**src/rtl/final_logic.sv**
```systemverilog
// rtl/final_logic.sv - VC-to-destination router with strict VC0 priority and sticky error FSM
// Optional feature macro: FINAL_LOGIC_COUNTERS_EN (adds per-destination 8-bit push counters)
module final_logic #(
  parameter int data_width = 6,
  parameter int route_bit  = 4
) (
  input  logic                  clk,
  input  logic                  reset,
  input  logic [data_width-1:0] data_in_VC0,
  input  logic                  empty_fifo_VC0,
  input  logic [data_width-1:0] data_in_VC1,
  input  logic                  empty_fifo_VC1,
  input  logic                  almost_full_fifo_D0,
  input  logic                  almost_full_fifo_D1,
  input  logic                  full_fifo_D0,
  input  logic                  full_fifo_D1,
  output logic                  pop_VC0_fifo,
  output logic                  pop_VC1_fifo,
  output logic                  push_D0,
  output logic                  push_D1,
  output logic [data_width-1:0] data_out_D0,
  output logic [data_width-1:0] data_out_D1,
`ifdef FINAL_LOGIC_COUNTERS_EN
  output logic [7:0]            count_D0,
  output logic [7:0]            count_D1,
`endif
  output logic                  idle_out,
  output logic                  active_out,
  output logic                  error_out
);

  typedef enum logic [1:0] {
    ST_RESET  = 2'd0,
    ST_IDLE   = 2'd1,
    ST_ACTIVE = 2'd2,
    ST_ERROR  = 2'd3
  } state_t;

  state_t                state_q, state_d;
  logic                  push0_q, push0_d;
  logic                  push1_q, push1_d;
  logic [data_width-1:0] data0_q, data0_d;
  logic [data_width-1:0] data1_q, data1_d;

  logic                  can_pop;
  logic                  vc0_ok;
  logic                  vc1_ok;
  logic                  pop0;
  logic                  pop1;
  logic [data_width-1:0] sel_word;
  logic                  err_hit;

  // Arbitration: a VC is eligible when non-empty and its head's destination is not almost full;
  // VC1 may only go when VC0 is empty, so a blocked VC0 holds the line.
  always_comb begin
    can_pop  = (state_q == ST_IDLE) || (state_q == ST_ACTIVE);
    vc0_ok   = !empty_fifo_VC0 &&
               !(data_in_VC0[route_bit] ? almost_full_fifo_D1 : almost_full_fifo_D0);
    vc1_ok   = !empty_fifo_VC1 &&
               !(data_in_VC1[route_bit] ? almost_full_fifo_D1 : almost_full_fifo_D0);
    pop0     = can_pop && vc0_ok;
    pop1     = can_pop && empty_fifo_VC0 && vc1_ok;
    sel_word = pop0 ? data_in_VC0 : data_in_VC1;
    err_hit  = (push0_q && full_fifo_D0) || (push1_q && full_fifo_D1);
  end

  // Datapath next values: the popped word is steered by its route bit and held otherwise
  always_comb begin
    push0_d = (pop0 || pop1) && !sel_word[route_bit];
    push1_d = (pop0 || pop1) &&  sel_word[route_bit];
    data0_d = push0_d ? sel_word : data0_q;
    data1_d = push1_d ? sel_word : data1_q;
  end

  // Next-state logic; a push into a full destination wins over every other transition
  always_comb begin
    state_d = state_q;
    case (state_q)
      ST_RESET:  state_d = ST_IDLE;
      ST_IDLE:   if (!empty_fifo_VC0 || !empty_fifo_VC1) state_d = ST_ACTIVE;
      ST_ACTIVE: if (empty_fifo_VC0 && empty_fifo_VC1 && !push0_q && !push1_q) state_d = ST_IDLE;
      ST_ERROR:  state_d = ST_ERROR;
      default:   state_d = ST_RESET;
    endcase
    if (state_q != ST_RESET && err_hit) state_d = ST_ERROR;
  end

  // State and datapath registers; reset discards any push in flight
  always_ff @(posedge clk) begin
    if (reset) begin
      state_q <= ST_RESET;
      push0_q <= 1'b0;
      push1_q <= 1'b0;
      data0_q <= '0;
      data1_q <= '0;
    end else begin
      state_q <= state_d;
      push0_q <= push0_d;
      push1_q <= push1_d;
      data0_q <= data0_d;
      data1_q <= data1_d;
    end
  end

  // Output decode from state plus the combinational pop strobes
  always_comb begin
    pop_VC0_fifo = pop0;
    pop_VC1_fifo = pop1;
    push_D0      = push0_q;
    push_D1      = push1_q;
    data_out_D0  = data0_q;
    data_out_D1  = data1_q;
    idle_out     = (state_q == ST_IDLE);
    active_out   = (state_q == ST_ACTIVE);
    error_out    = (state_q == ST_ERROR);
  end

`ifdef FINAL_LOGIC_COUNTERS_EN
  logic [7:0] cnt0_q, cnt0_d;
  logic [7:0] cnt1_q, cnt1_d;

  // Push counters wrap naturally at 8 bits
  always_comb begin
    cnt0_d = push0_q ? cnt0_q + 8'd1 : cnt0_q;
    cnt1_d = push1_q ? cnt1_q + 8'd1 : cnt1_q;
  end

  // Counter registers, cleared by reset
  always_ff @(posedge clk) begin
    if (reset) begin
      cnt0_q <= 8'd0;
      cnt1_q <= 8'd0;
    end else begin
      cnt0_q <= cnt0_d;
      cnt1_q <= cnt1_d;
    end
  end

  assign count_D0 = cnt0_q;
  assign count_D1 = cnt1_q;
`endif

endmodule
```
**config.mk**
```make
export PLATFORM = sky130hd
export DESIGN_NAME = final_logic
export DESIGN_NICKNAME = d
export VERILOG_FILES = /design/src/rtl/final_logic.sv
export SDC_FILE = /design/constraint.sdc
export NUM_CORES = 1
export LEC_CHECK = 0
export CAP_MARGIN = 40
export CORE_UTILIZATION = 35
export CTS_BUF_LIST = sky130_fd_sc_hd__clkbuf_8
export DETAILED_ROUTE_END_ITERATION = 8
export PLACE_DENSITY_LB_ADDON = 0.12
export SYNTH_ARGS = -nofsm -noshare
export SYNTH_HDL_FRONTEND = slang
export SYNTH_SLANG_ARGS = --single-unit
```
**constraint.sdc**
```tcl
create_clock -name clk -period 1.6 [get_ports clk]
set_input_delay 0.24 -clock clk [delete_from_list [all_inputs] [get_ports clk]]
set_output_delay 0.24 -clock clk [all_outputs]
set_load 0.005 [all_outputs]
```
==> run metrics, run 1 <==
Critical Path Start Type flop; Slew Limit Headroom 81.7%; Worst Hold Path EP data_out_D0[4]; largest area contributor in the netlist dfxtp_1; PwrDens 922 nW/um2; Via Count 753; clk_lat worst skew 0.24 ns; worst vdd ir 701 uV; DRT antenna net count 0; H-tree lvl count 1; TritonRoute pass-1 iters 4; vias in the first global route 764; mux contribution to synthesized area 8.91%; Crit Path Class flop to primary output; reg2reg start state_q[1]; largest net degree at the start of global routing 17; Layout Area Growth over Synthesis 73.3%; Cell variety after synth 28; Worst Skew 0.00586 ns; Max Freq 0.656 GHz; simple-gate portion of the synthesized area 18.0%; Worst Setup SP state_q[1]; Syn Inst Count 81; share of layout cells above drive strength 1 30.4%; post-layout minimum cycle time 1.52 ns; Worst-Margin Slew 0.266 ns; GRT Util Overall 17.1%; reg2reg setup slack 0.10 ns; initial antenna violation count 0; WL final 1.87 mm; Fillers 190; IO Pins 39; share of the synthesized area in the top cell type 39.3%; largest family of logic cells by synthesized area compound AO/OA/AOI/OAI gates; Worst-path clk slew 0.06 ns; Core ar. 2210 um2; Final TNS setup 0 ns; sequential share of power 36.0%; NetSw 351 uW; Reg-to-Reg End state_q[1]; crit end category primary output; Post-synth EDFFs 0; initial drt markers 5; crit path max-delay cell type dfxtp_2; Die W 50.2 um; compound-cell area share of the yosys netlist 21.0%; GRT Residual Overflow 0; wire length on met3 92 um; Syn Area/Cell 10.1 um2; status finished clean; setup violators final 0; HP Class flop to flop; cells along the critical path inv_2 > ha_4 > buf_4 > nand2_1 > nor3_2 > buf_2; max cap viols 0; Slowest Stage Delay on Critical Path 0.34 ns; Post-route DRC 0; arrival time at the worst endpoint 1.28 ns; Final Non-Filler Cells 163; met1 wire length 846 um; Ant. Diodes 0; Top Metal Used met4; sequential area share after synthesis 39.3%; DP Wirelength 1.45 mm; Final Net Count 161; Int Power 951 uW; Final Hold Fails 0; CP max FO 3; Warnings, synthesis 0; post-synthesis register bit count 16; Cell Area, Synth 815 um2; count leader, synth dfxtp_1; CTS Buf Count 3; FFs w/ async S/R, synth 0%; I/O Buffers 38; top post-synthesis cells by count dfxtp_1, nor2_1, a211oi_1; hold path depth 1; Core Util, Final 63.8%; CTS tree done; max-slew violation count 0; Post-Synth Adder-Cell Area 7.68%; RSZ-0062 raised after global routing no; worst hold path startpoint data_out_D0[4]; post-placement cell count 158; global-route wire length before repair 3.28 mm; clock root buffer master clkbuf_8; fin crit share 95.3%; vias per inst 4.62; clock network power share 26.6%; met2 wire len 920 um; Pleak 0.608 nW; Synth Flop Type dfxtp_1; worst r2r path cells 6; clk buf depth 2; Synth area leaders dfxtp_1, ha_1, a211oi_2; Tot Pwr 1.30 mW; die height 50.2 um; critical path required time 1.36 ns; Comb power frac 37.4%; # rows 17; xor and xnor area share after synthesis 0%; Initial Util 36.8%; DR WL/cell 11.5 um; Die ar. 2520 um2; RePlAce Congestion 0.704; switching share of power 26.9%; Syn Nets 106; Clock Sinks 16
-- worst max-delay path, delay by kind of cell, from the launching register on --
kind	cells	cell delay, ns
AND/OR/NAND/NOR	2	0.14
adder cells (fa/ha/maj)	1	0.27
flip-flops	1	0.34
buffers and inverters	3	0.29
-- registers in the layout (all words and copies together), names as in the netlist --
name,cells
push_D0,1
push_D1,1
data_out_D1,6
data_out_D0,6
state_q,2
-- final cells by class --
| type | count | area [um2] | share of cell area (%) |
|---|---|---|---|
| Multi-Input combinational cell | 57 | 480 | 34.0 |
| Timing Repair Buffer | 53 | 499 | 35.4 |
| Clock buffer | 4 | 55.1 | 3.90 |
| Inverter | 5 | 18.8 | 1.33 |
| Sequential cell | 16 | 323 | 22.9 |
| Tap cell | 28 | 35.0 | 2.48 |
-- power groups by stage --
stage               Sequential (mW)  Clock, mW  Combinational [mW]
floorplan                     0.476          0               0.213
global placement              0.472          0               0.455
detailed placement            0.472          0               0.464
CTS                           0.469      0.361               0.485
global route                  0.474      0.375               0.532
finish                        0.468      0.347               0.487
-- layer usage --
metal | up-vias | global-route usage, %
met3 | 2 | 3.03
met4 | 0 | 7.14
li1 | 392 | -
met2 | 25 | 30.0
met1 | 334 | 20.0
met5 | - | 0
-- through the flow --
| stage | instance area (um2) | hold slack [ns] | worst slack (ns) |
|---|---|---|---|
| 2_1_floorplan | 815 | 0.312 | 0.137 |
| 3_3_place_gp | 1330 | 0.456 | -0.199 |
| 3_5_place_dp | 1330 | 0.464 | -0.225 |
| 4_1_cts | 1390 | 0.473 | 0.0283 |
| 5_1_grt | 1410 | 0.492 | 0.0100 |
| 6_report | 1410 | 0.474 | 0.0755 |
-- cells in the final DEF, fill, tap and decap left out, types with 2 or more instances in the layout --
cell,count
a211oi_1,6
a211oi_2,4
a21oi_1,2
buf_4,14
clkbuf_8,4
clkdlybuf4s50_1,30
dfxtp_1,14
dfxtp_2,2
dlygate4sd2_1,5
dlymetal6s2s_1,2
ha_1,3
inv_1,3
inv_2,2
mux2_2,2
mux2i_1,5
nand2_1,3
nand2b_1,2
nor2_1,11
nor2_2,3
nor2b_1,2
-- repair_timing --
item,4_1_cts,5_1_grt
cloned,0,0
pin swaps,1,1
setup buffers,1,0
gates resized for setup,15,4
hold buffers,0,0
endpoints found under the setup margin,5,10
-- worst max-delay path by stage --
stage                     endpoint  slack (ns)
floorplan           data_out_D0[5]        0.14
global placement      pop_VC0_fifo       -0.20
detailed placement    pop_VC0_fifo       -0.22
CTS                   pop_VC0_fifo        0.03
global route          pop_VC1_fifo        0.01
finish                pop_VC1_fifo        0.08
-- logic make-up (layout without fill, tap and decap cells) --
logic type | after synthesis | after routing
multiplexers | 7 | 7
AO/OA/AOI/OAI | 18 | 18
buffers and inverters | 8 | 62
adder cells (fa/ha/maj) | 5 | 5
AND/OR/NAND/NOR | 27 | 27
flip-flops | 16 | 16
No activity file was read; power rests on OpenSTA's default activity.
==> run 2, diff against run 1 <==
- CORE_UTILIZATION: 35 -> 41
==> run 2 against run 1 <==
Wire length grew 1.6%. Setup slack lost 0.0017 ns. Die area shrank 14%. Sequential cell count is the same. Sequential power is essentially flat. Combinational power grew 2%. Final cell count shrank 1.2%. Critical path type is now flop to flop. Largest power group unchanged.
==> run metrics, run 2 (synthesized netlist as in run 1, its figures left out) <==
status finished clean (unchanged); setup violators final 0 (unchanged); CP max FO 3 (unchanged); I/O Buffers 38 (unchanged); largest net degree at the start of global routing 17 (unchanged); initial antenna violation count 0 (unchanged); DRT antenna net count 0 (unchanged); Worst Skew 0.00347 ns (was 0.00586 ns); Layout Area Growth over Synthesis 71.7% (was 73.3%); Via Count 794 (was 753); WL final 1.90 mm (was 1.87 mm); Final Hold Fails 0 (unchanged); Ant. Diodes 0 (unchanged); H-tree lvl count 1 (unchanged); PwrDens 935 nW/um2 (was 922 nW/um2); post-layout minimum cycle time 1.53 ns (was 1.52 ns); Post-route DRC 0 (unchanged); Worst-path clk slew 0.06 ns (about the same); fin crit share 95.4% (was 95.3%); CTS Buf Count 3 (unchanged); CTS tree done (unchanged); Final TNS setup 0 ns (unchanged); GRT Residual Overflow 0 (unchanged); HP Class flop to flop (unchanged); critical path required time 1.78 ns (was 1.36 ns); clock root buffer master clkbuf_8 (unchanged); Die W 46.6 um (was 50.2 um); count of hold-fix buffers inserted at cts 0 (unchanged); Core Util, Final 77.6% (was 63.8%); IO Pins 39 (unchanged); clk buf depth 2 (unchanged); RePlAce Congestion 0.689 (was 0.704); Max Freq 0.655 GHz (was 0.656 GHz); RSZ-0062 raised after global routing no (unchanged); global-route wire length before repair 2.94 mm (was 3.28 mm); worst vdd ir 687 uV (was 701 uV); Worst-Margin Slew 0.285 ns (was 0.266 ns); post-CTS setup repair buffer count 0 (was 1); Final Net Count 162 (was 161); Die ar. 2170 um2 (was 2520 um2); Clock Sinks 16 (unchanged); vias per inst 4.93 (was 4.62); die height 46.6 um (was 50.2 um); commonest non-fill, non-tap cell in the layout clkdlybuf4s50_1 (unchanged); TritonRoute pass-1 iters 4 (unchanged); Slew Limit Headroom 80.5% (was 81.7%); Crit Path Class flop to flop (was flop to primary output); max cap viols 0 (unchanged); max-slew violation count 0 (unchanged); # rows 15 (was 17); Core ar. 1800 um2 (was 2210 um2); Pleak 0.607 nW (was 0.608 nW); Critical Path Start Type flop (unchanged); vias in the first global route 736 (was 764); commonest cells after routing, fill and taps aside clkdlybuf4s50_1, buf_4, dfxtp_1, nor2_1, a211oi_1 (was clkdlybuf4s50_1, dfxtp_1, buf_4, nor2_1, a211oi_1); DP Wirelength 1.50 mm (was 1.45 mm); DR WL/cell 11.8 um (was 11.5 um); arrival time at the worst endpoint 1.70 ns (was 1.28 ns); clk_lat worst skew 0.24 ns (about the same); Fillers 129 (was 190); crit end category flop (was primary output); Initial Util 45.2% (was 36.8%); initial drt markers 8 (was 5); GRT Util Overall 18.8% (was 17.1%); share of layout cells above drive strength 1 30.1% (was 30.4%); Tot Pwr 1.31 mW (was 1.30 mW)
run 2: cell type report:
type / count / area, um2 / area share (%)
clock buffers: 4 / 55.1 / 3.94
inverters: 5 / 18.8 / 1.34
multi-input cells: 57 / 484 / 34.6
well taps: 25 / 31.3 / 2.24
repair buffers: 54 / 488 / 34.9
flip-flops and latches: 16 / 322 / 23.0
run 2: critical path, stage by stage (launching register included):
cell and delay (ns):
dfxtp_1 0.32, inv_1 0.07, buf_4 0.15, ha_2 0.18, a32oi_2 0.25, mux2_2 0.37, a21oi_1 0.13
run 2: per-layer routing:
layer	part of all wire (%)	GRT usage (%)	up-vias
met5	0	0	-
met1	44	22.6	367
met2	50	33.6	30
met3	6.2	1.96	2
li1	-	-	395
met4	0.21	7.06	0
run 2: power by group:
group          total, mW  internal, mW  switching, mW
Clock              0.347         0.218          0.129
Combinational      0.497         0.294          0.203
Sequential         0.465         0.442         0.0232
Total               1.31         0.953          0.355
run 2: repair_timing:
item,CTS,global route
gates cloned,0,0
pin swaps,0,1
gates resized for setup,10,8
setup endpoints to repair,5,5
run 2: path summary, 6_finish.rpt:
path,startpoint,endpoint,slack (ns),cells past startpoint
worst max register to register,state_q[1],state_q[1],0.07,6
worst max-delay path,state_q[1],state_q[1],0.07,6
worst min-delay path,data_out_D1[4],data_out_D1[4],0.47,2
worst min register to register,data_out_D1[4],data_out_D1[4],0.47,2
run 2: stage by stage:
step                      hold WS (ns)  setup slack [ns]  instance area (um2)  instances
after CTS                        0.475         -0.000876                 1390        161
after detailed placement         0.461            -0.236                 1320        157
after global placement           0.452            -0.198                 1320        157
after floorplan                  0.312             0.137                  815         81
final                            0.467            0.0738                 1400        161
after global routing             0.510           0.00659                 1400        161
